--- src/rtl/pcg32_pkg.sv ---
// Shared PCG32 constants, FSM state type and the xorshift output function
// used by the round-robin random-word server.
package pcg32_pkg;

    localparam logic [63:0] PCG32_MULT         = 64'h5851f42d4c957f2d;
    localparam logic [63:0] PCG32_INC          = 64'h14057b7ef767814f;
    localparam logic [63:0] PCG32_DEFAULT_SEED = 64'h123456789abcdef0;

    typedef enum logic {
        IDLE  = 1'b0,
        GRANT = 1'b1
    } fsm_e;

    function automatic logic [31:0] pcg32_out(input logic [63:0] state);
        return state[31:0] ^ (state[63:32] >> 18);
    endfunction

endpackage

--- src/rtl/pcg32_core.sv ---
// PCG32 state register with seed load and single-step LCG advance;
// exposes the xorshift output of the current (pre-advance) state.
module pcg32_core
    import pcg32_pkg::*;
#(
    parameter logic [63:0] SEED = PCG32_DEFAULT_SEED,
    parameter logic [63:0] MULT = PCG32_MULT,
    parameter logic [63:0] INC  = PCG32_INC
) (
    input  logic        clk,
    input  logic        rst,
    input  logic        load,
    input  logic [63:0] load_data,
    input  logic        adv,
    output logic [63:0] state,
    output logic [31:0] out
);

    logic [63:0] state_q;
    logic [63:0] state_d;

    always_comb begin
        state_d = state_q;
        if (load) begin
            state_d = load_data;
        end else if (adv) begin
            // Product truncated to 64 bits; wrap-around is the intended modulus.
            state_d = state_q * MULT + INC;
        end
    end

    always_ff @(posedge clk) begin
        if (rst) begin
            state_q <= SEED;
        end else begin
            state_q <= state_d;
        end
    end

    assign state = state_q;
    assign out   = pcg32_out(state_q);

endmodule

--- src/rtl/pcg32_rr_server.sv ---
// Round-robin server sharing one PCG32 generator among NREQ requesters.
// Optional per-requester saturating grant counters: define PCG32_RR_GRANT_CNT_EN.
module pcg32_rr_server
    import pcg32_pkg::*;
#(
    parameter int          NREQ = 4,
    parameter logic [63:0] SEED = 64'h123456789abcdef0,
    parameter logic [63:0] MULT = 64'h5851f42d4c957f2d,
    parameter logic [63:0] INC  = 64'h14057b7ef767814f
) (
    input  logic            clk,
    input  logic            rst,
    input  logic [NREQ-1:0] req,
    output logic [NREQ-1:0] gnt,
    output logic [31:0]     rnd_data,
    output logic            rnd_valid,
    input  logic            seed_valid,
    input  logic [63:0]     seed_data,
    output logic            seed_ready,
    output logic            busy
`ifdef PCG32_RR_GRANT_CNT_EN
    ,
    output logic [NREQ*16-1:0] grant_cnt
`endif
);

    localparam int LW = (NREQ > 1) ? $clog2(NREQ) : 1;
    localparam int IW = LW + 2;

    fsm_e            fsm_q, fsm_d;
    logic [LW-1:0]   last_q, last_d;
    logic [NREQ-1:0] gnt_q, gnt_d;
    logic [31:0]     rnd_data_q, rnd_data_d;
    logic            seed_load;
    logic            adv;
    logic [63:0]     core_state;
    logic [31:0]     core_out;
    logic [LW-1:0]   win;
    logic [IW-1:0]   scan_idx;
    logic            found;

    pcg32_core #(
        .SEED (SEED),
        .MULT (MULT),
        .INC  (INC)
    ) u_core (
        .clk       (clk),
        .rst       (rst),
        .load      (seed_load),
        .load_data (seed_data),
        .adv       (adv),
        .state     (core_state),
        .out       (core_out)
    );

    // Scan last+1, last+2, ... wrapping, so the previous winner is checked last.
    always_comb begin
        win      = last_q;
        found    = 1'b0;
        scan_idx = '0;
        for (int k = 1; k <= NREQ; k++) begin
            scan_idx = IW'(last_q) + IW'(k);
            if (scan_idx >= IW'(NREQ)) begin
                scan_idx = scan_idx - IW'(NREQ);
            end
            if (!found && req[scan_idx[LW-1:0]]) begin
                found = 1'b1;
                win   = scan_idx[LW-1:0];
            end
        end
    end

    always_comb begin
        fsm_d      = fsm_q;
        last_d     = last_q;
        gnt_d      = '0;
        rnd_data_d = rnd_data_q;
        seed_load  = 1'b0;
        adv        = 1'b0;
        case (fsm_q)
            IDLE: begin
                if (seed_valid) begin
                    seed_load = 1'b1;
                end else if (found) begin
                    last_d     = win;
                    gnt_d[win] = 1'b1;
                    rnd_data_d = core_out;
                    fsm_d      = GRANT;
                end
            end
            GRANT: begin
                // Word was captured from the pre-advance state on entry.
                adv   = 1'b1;
                fsm_d = IDLE;
            end
            default: fsm_d = IDLE;
        endcase
    end

    always_ff @(posedge clk) begin
        if (rst) begin
            fsm_q      <= IDLE;
            last_q     <= LW'(NREQ - 1);
            gnt_q      <= '0;
            rnd_data_q <= '0;
        end else begin
            fsm_q      <= fsm_d;
            last_q     <= last_d;
            gnt_q      <= gnt_d;
            rnd_data_q <= rnd_data_d;
        end
    end

    assign gnt        = gnt_q;
    assign rnd_data   = rnd_data_q;
    assign rnd_valid  = |gnt_q;
    assign busy       = (fsm_q == GRANT);
    assign seed_ready = (fsm_q == IDLE);

`ifdef PCG32_RR_GRANT_CNT_EN
    logic [NREQ*16-1:0] cnt_q, cnt_d;

    always_comb begin
        cnt_d = cnt_q;
        if (seed_load) begin
            cnt_d = '0;
        end else begin
            for (int i = 0; i < NREQ; i++) begin
                if (gnt_q[i] && (cnt_q[16*i +: 16] != 16'hffff)) begin
                    cnt_d[16*i +: 16] = cnt_q[16*i +: 16] + 16'd1;
                end
            end
        end
    end

    always_ff @(posedge clk) begin
        if (rst) begin
            cnt_q <= '0;
        end else begin
            cnt_q <= cnt_d;
        end
    end

    assign grant_cnt = cnt_q;
`else
    logic unused_state;
    assign unused_state = ^core_state;
`endif

endmodule
--- config.mk ---
export PLATFORM = sky130hd
export DESIGN_NAME = pcg32_rr_server
export DESIGN_NICKNAME = d
export VERILOG_FILES = /design/src/rtl/pcg32_pkg.sv /design/src/rtl/pcg32_core.sv /design/src/rtl/pcg32_rr_server.sv
export SDC_FILE = /design/constraint.sdc
export NUM_CORES = 2
export LEC_CHECK = 0
export CORE_UTILIZATION = 55
export DETAILED_ROUTE_END_ITERATION = 8
export DONT_BUFFER_PORTS = 1
export PLACE_DENSITY_LB_ADDON = 0.25
export SETUP_SLACK_MARGIN = 0.05
export SLEW_MARGIN = 10
export SYNTH_ARGS = -nofsm -noshare
export SYNTH_HDL_FRONTEND = slang
export SYNTH_SLANG_ARGS = --single-unit
export TNS_END_PERCENT = 10
--- constraint.sdc ---
create_clock -name clk -period 8.5 [get_ports clk]
set_clock_uncertainty 0.05 [all_clocks]
set_input_delay 2.55 -clock clk [delete_from_list [all_inputs] [get_ports clk]]
set_output_delay 2.55 -clock clk [all_outputs]
set_load 0.005 [all_outputs]
==> flow_summary_export.csv <==
group,metric,value,unit
die,start_util,55.6,%
route,routed_via_density,5.48,
clock_network,max-clock-path-buffers,2,
placed_design,detailed_place_hpwl,135000,um
critical_path,critical_path.most_common_cell,"sky130_fd_sc_hd__fa_1",
clock_network,clock_insertion_delay_worst_skew,0.42,ns
min_path,min_path_cells,2,
die,die_area,71700,um2
outcome,status,"complete, no violations",
critical_path,required,8.70,ns
die,io-pin-count,110,
synth,synth_warnings,0,
global_route,grt_first_pass_wirelength,213000,um
critical_path,timing.setup.critical_path_class,"register to register",
die,die_x,268,um
finish,final-instance-count-excl-fill,5219,
critical_path,r2r.worst_path.cells,29,
route,routed_antenna_nets,0,
synth,yosysTopAreaCell,"sky130_fd_sc_hd__fa_1",
timing,whs,0.428,ns
timing,setup_viol_count_final,0,
timing,tns,0,ns
die,die_extent_in_y,268,um
finish,finish.net_count,5879,
clock_network,numClockSinks,103,
synth,synth.most_common_cell,"sky130_fd_sc_hd__inv_1",
finish,area_delta_synth_final,15.8,%
critical_path,worst-r2r-setup-slack,0.08,ns
min_path,worst_hold_path.endpoint,"rnd_data[23]$_SDFFE_PP0P_",
global_route,grt_max_degree,100,
timing,post-route-min-period,8.42,ns
critical_path,worst-path-max-fanout,4,
finish,finalCoreUtilization,64.3,%
synth,postSynthRegisterBits,103,
synth,netlist-cell-type-count,67,
flow_run,cap_violations,0,
finish,fill_cells,5977,
route,postRouteWirelength,150000,um
synth,synth_area_per_cell,10.2,um2
global_route,via_count_of_the_first_global_routing_pass,30500,
timing,finalHoldViolCount,0,
route,route.detailed.drc,0,
clock_network,clock_tree.root_cell,"sky130_fd_sc_hd__clkbuf_16",
route,wl_per_cell,28.7,um
critical_path,crit_path_max_delay_cell_type,"sky130_fd_sc_hd__fa_2",
placed_design,rd_place_congestion,1.09,
clock_network,htreeDepth,3,
synth,synth_top_cell_area_share,49.0,%
timing,finalCritPeriodShare,99.1,%
clock_network,cts_tree,"built",
synth,mappedNetlistNets,5421,
route,dr.pass1.iters,7,
critical_path,timing.rr.start,"u_core.state[31]$_SDFFE_PP1P_",
timing,clock.fmax,0.119,GHz
global_route,number_of_antenna_violations_at_the_first_check_in_global_routing,3,
synth,synth.top_cells.by_count,"1299 x sky130_fd_sc_hd__inv_1, 951 x sky130_fd_sc_hd__fa_1, 585 x sky130_fd_sc_hd__ha_1",
min_path,timing.hold.worst.class,"register to register",
critical_path,timing.critical_path.to_type,"register",
placed_design,numPortBuffers,0,
finish,layout-drive-gt1-share,18.3,%
synth,synthCells,3814,
critical_path,timing.critical_path.slowest_cell_delay,0.60,ns
timing,worst_case_headroom_to_the_max_slew_limit,36.7,%
synth,mappedNetlistArea,38800,um2
synth,yosys-top-cells-area,"sky130_fd_sc_hd__fa_1 49%, sky130_fd_sc_hd__ha_1 19%, sky130_fd_sc_hd__inv_1 13%",
critical_path,rr_endpoint,"u_core.state[63]$_SDFFE_PP0P_",
die,num_rows,97,
route,route.vias.total,28600,
synth,synthArstFlopShare,0,%
min_path,hold_path.startpoint,"rnd_data[23]$_SDFFE_PP0P_",
route,initialDrtViolationCount,2405,
placed_design,instance_count_after_placement_with_tap_cells_included,5178,
synth,seq_area_frac_synth,5.31,%
timing,actual_transition_at_the_worst_max_transition_pin,0.950,ns
timing,slew_viol_final,0,
die,design.core.area,69900,um2
global_route,groute.usage.overall,43.6,%
clock_network,total_clock_buffers_created_by_cts,9,
timing,setup_repair_after_global_routing_missed_its_margin,"true",
synth,dominantRegCellSynth,"sky130_fd_sc_hd__dfxtp_1",
global_route,grt_remaining_overflow,0,
critical_path,worstPathArrival,8.62,ns
critical_path,cp-start-kind,"register",
clock_network,path_clk_slew,0.09,ns
synth,synth-edff-count,0,
## cell families after synthesis
logic type               synth area share [%]
adder cells (fa/ha/maj)                  67.9
buffers and inverters                    13.1
AO/OA/AOI/OAI                            6.41
AND/OR/NAND/NOR                          3.33
XOR/XNOR                                 3.11
flip-flops                               5.31
multiplexers                            0.831
## cell usage in the layout (no fill, tap or decap), drive strengths merged, types with 6 or more instances in the layout
master  instances
nor2           75
or2             7
a211oi         43
nand3          17
a21o           33
fa            951
o211a          20
o211ai         10
buf           507
xnor2         110
o21a           11
mux2i          30
nor2b           7
clkbuf          9
a31oi           6
nand4          17
inv          1302
nand2b         10
and3            6
o21ai          51
o21bai         13
a211o          23
dfxtp         103
a21oi         100
nand2         119
ha            585
xor2           28
or3             6
nor3           17
## metrics by stage
step	worst slack [ns]	instance area, um2
6_report	0.0797	45000
4_1_cts	-0.00306	44200
2_1_floorplan	0.0640	38800
5_1_grt	-0.139	45000
3_5_place_dp	-0.538	43500
3_3_place_gp	-0.500	43500
## worst max path at each step
stage | start | endpoint | depth (start not counted)
detailed placement | u_core.state[20]$_SDFFE_PP1P_ | u_core.state[62]$_SDFFE_PP0P_ | 28
global route | u_core.state[20]$_SDFFE_PP1P_ | u_core.state[62]$_SDFFE_PP0P_ | 30
global placement | u_core.state[20]$_SDFFE_PP1P_ | u_core.state[62]$_SDFFE_PP0P_ | 28
floorplan | u_core.state[24]$_SDFFE_PP0P_ | u_core.state[62]$_SDFFE_PP0P_ | 30
CTS | u_core.state[27]$_SDFFE_PP1P_ | u_core.state[63]$_SDFFE_PP0P_ | 26
finish | u_core.state[31]$_SDFFE_PP1P_ | u_core.state[63]$_SDFFE_PP0P_ | 29
## critical path: cells and delay by family, from the launching register on
family                   cells  cell delay [ns]
flip-flops                   1             0.39
AO/OA/AOI/OAI                9             1.67
buffers and inverters        8             0.74
adder cells (fa/ha/maj)     11             5.28
XOR/XNOR                     1             0.13
## sequential cells by signal (all words and copies together), names as in the netlist
register      cells
u_core.state     64
rnd_data         32
busy              1
last_q            2
gnt               4
## cell type report
type / instances / area, um2 / area share, %
multi-input combinational: 2351 / 32500 / 72.3
inverter: 1300 / 4890 / 10.9
timing repair buffer: 507 / 3980 / 8.84
sequential: 103 / 2110 / 4.70
tap: 940 / 1180 / 2.62
clock buffer: 9 / 225 / 0.501
clock inverter: 7 / 66.3 / 0.147
antenna: 2 / 5.00 / 0.0111
## routing by layer
metal  wire [um]  up-vias  share of wire [%]  track usage, %
met5           0        -                  0               0
met3       13000      397                8.7            9.26
met2       66300     1293                 44            66.5
met4       13600        0                9.1            30.8
li1            -    12300                  -               -
met1       56900    14600                 38            55.5
## what timing repair did
| item | CTS | global route |
|---|---|---|
| resized for setup | 93 | 199 |
| pin swaps | 38 | 134 |
| setup buffers | 5 | 18 |
| endpoints found under the setup margin | 28 | 33 |
| hold buffers | 0 | 0 |
Power is left out: the tool's default activity adds up to more than one toggle a clock period on the data nets, which glitch-free logic cannot reach.
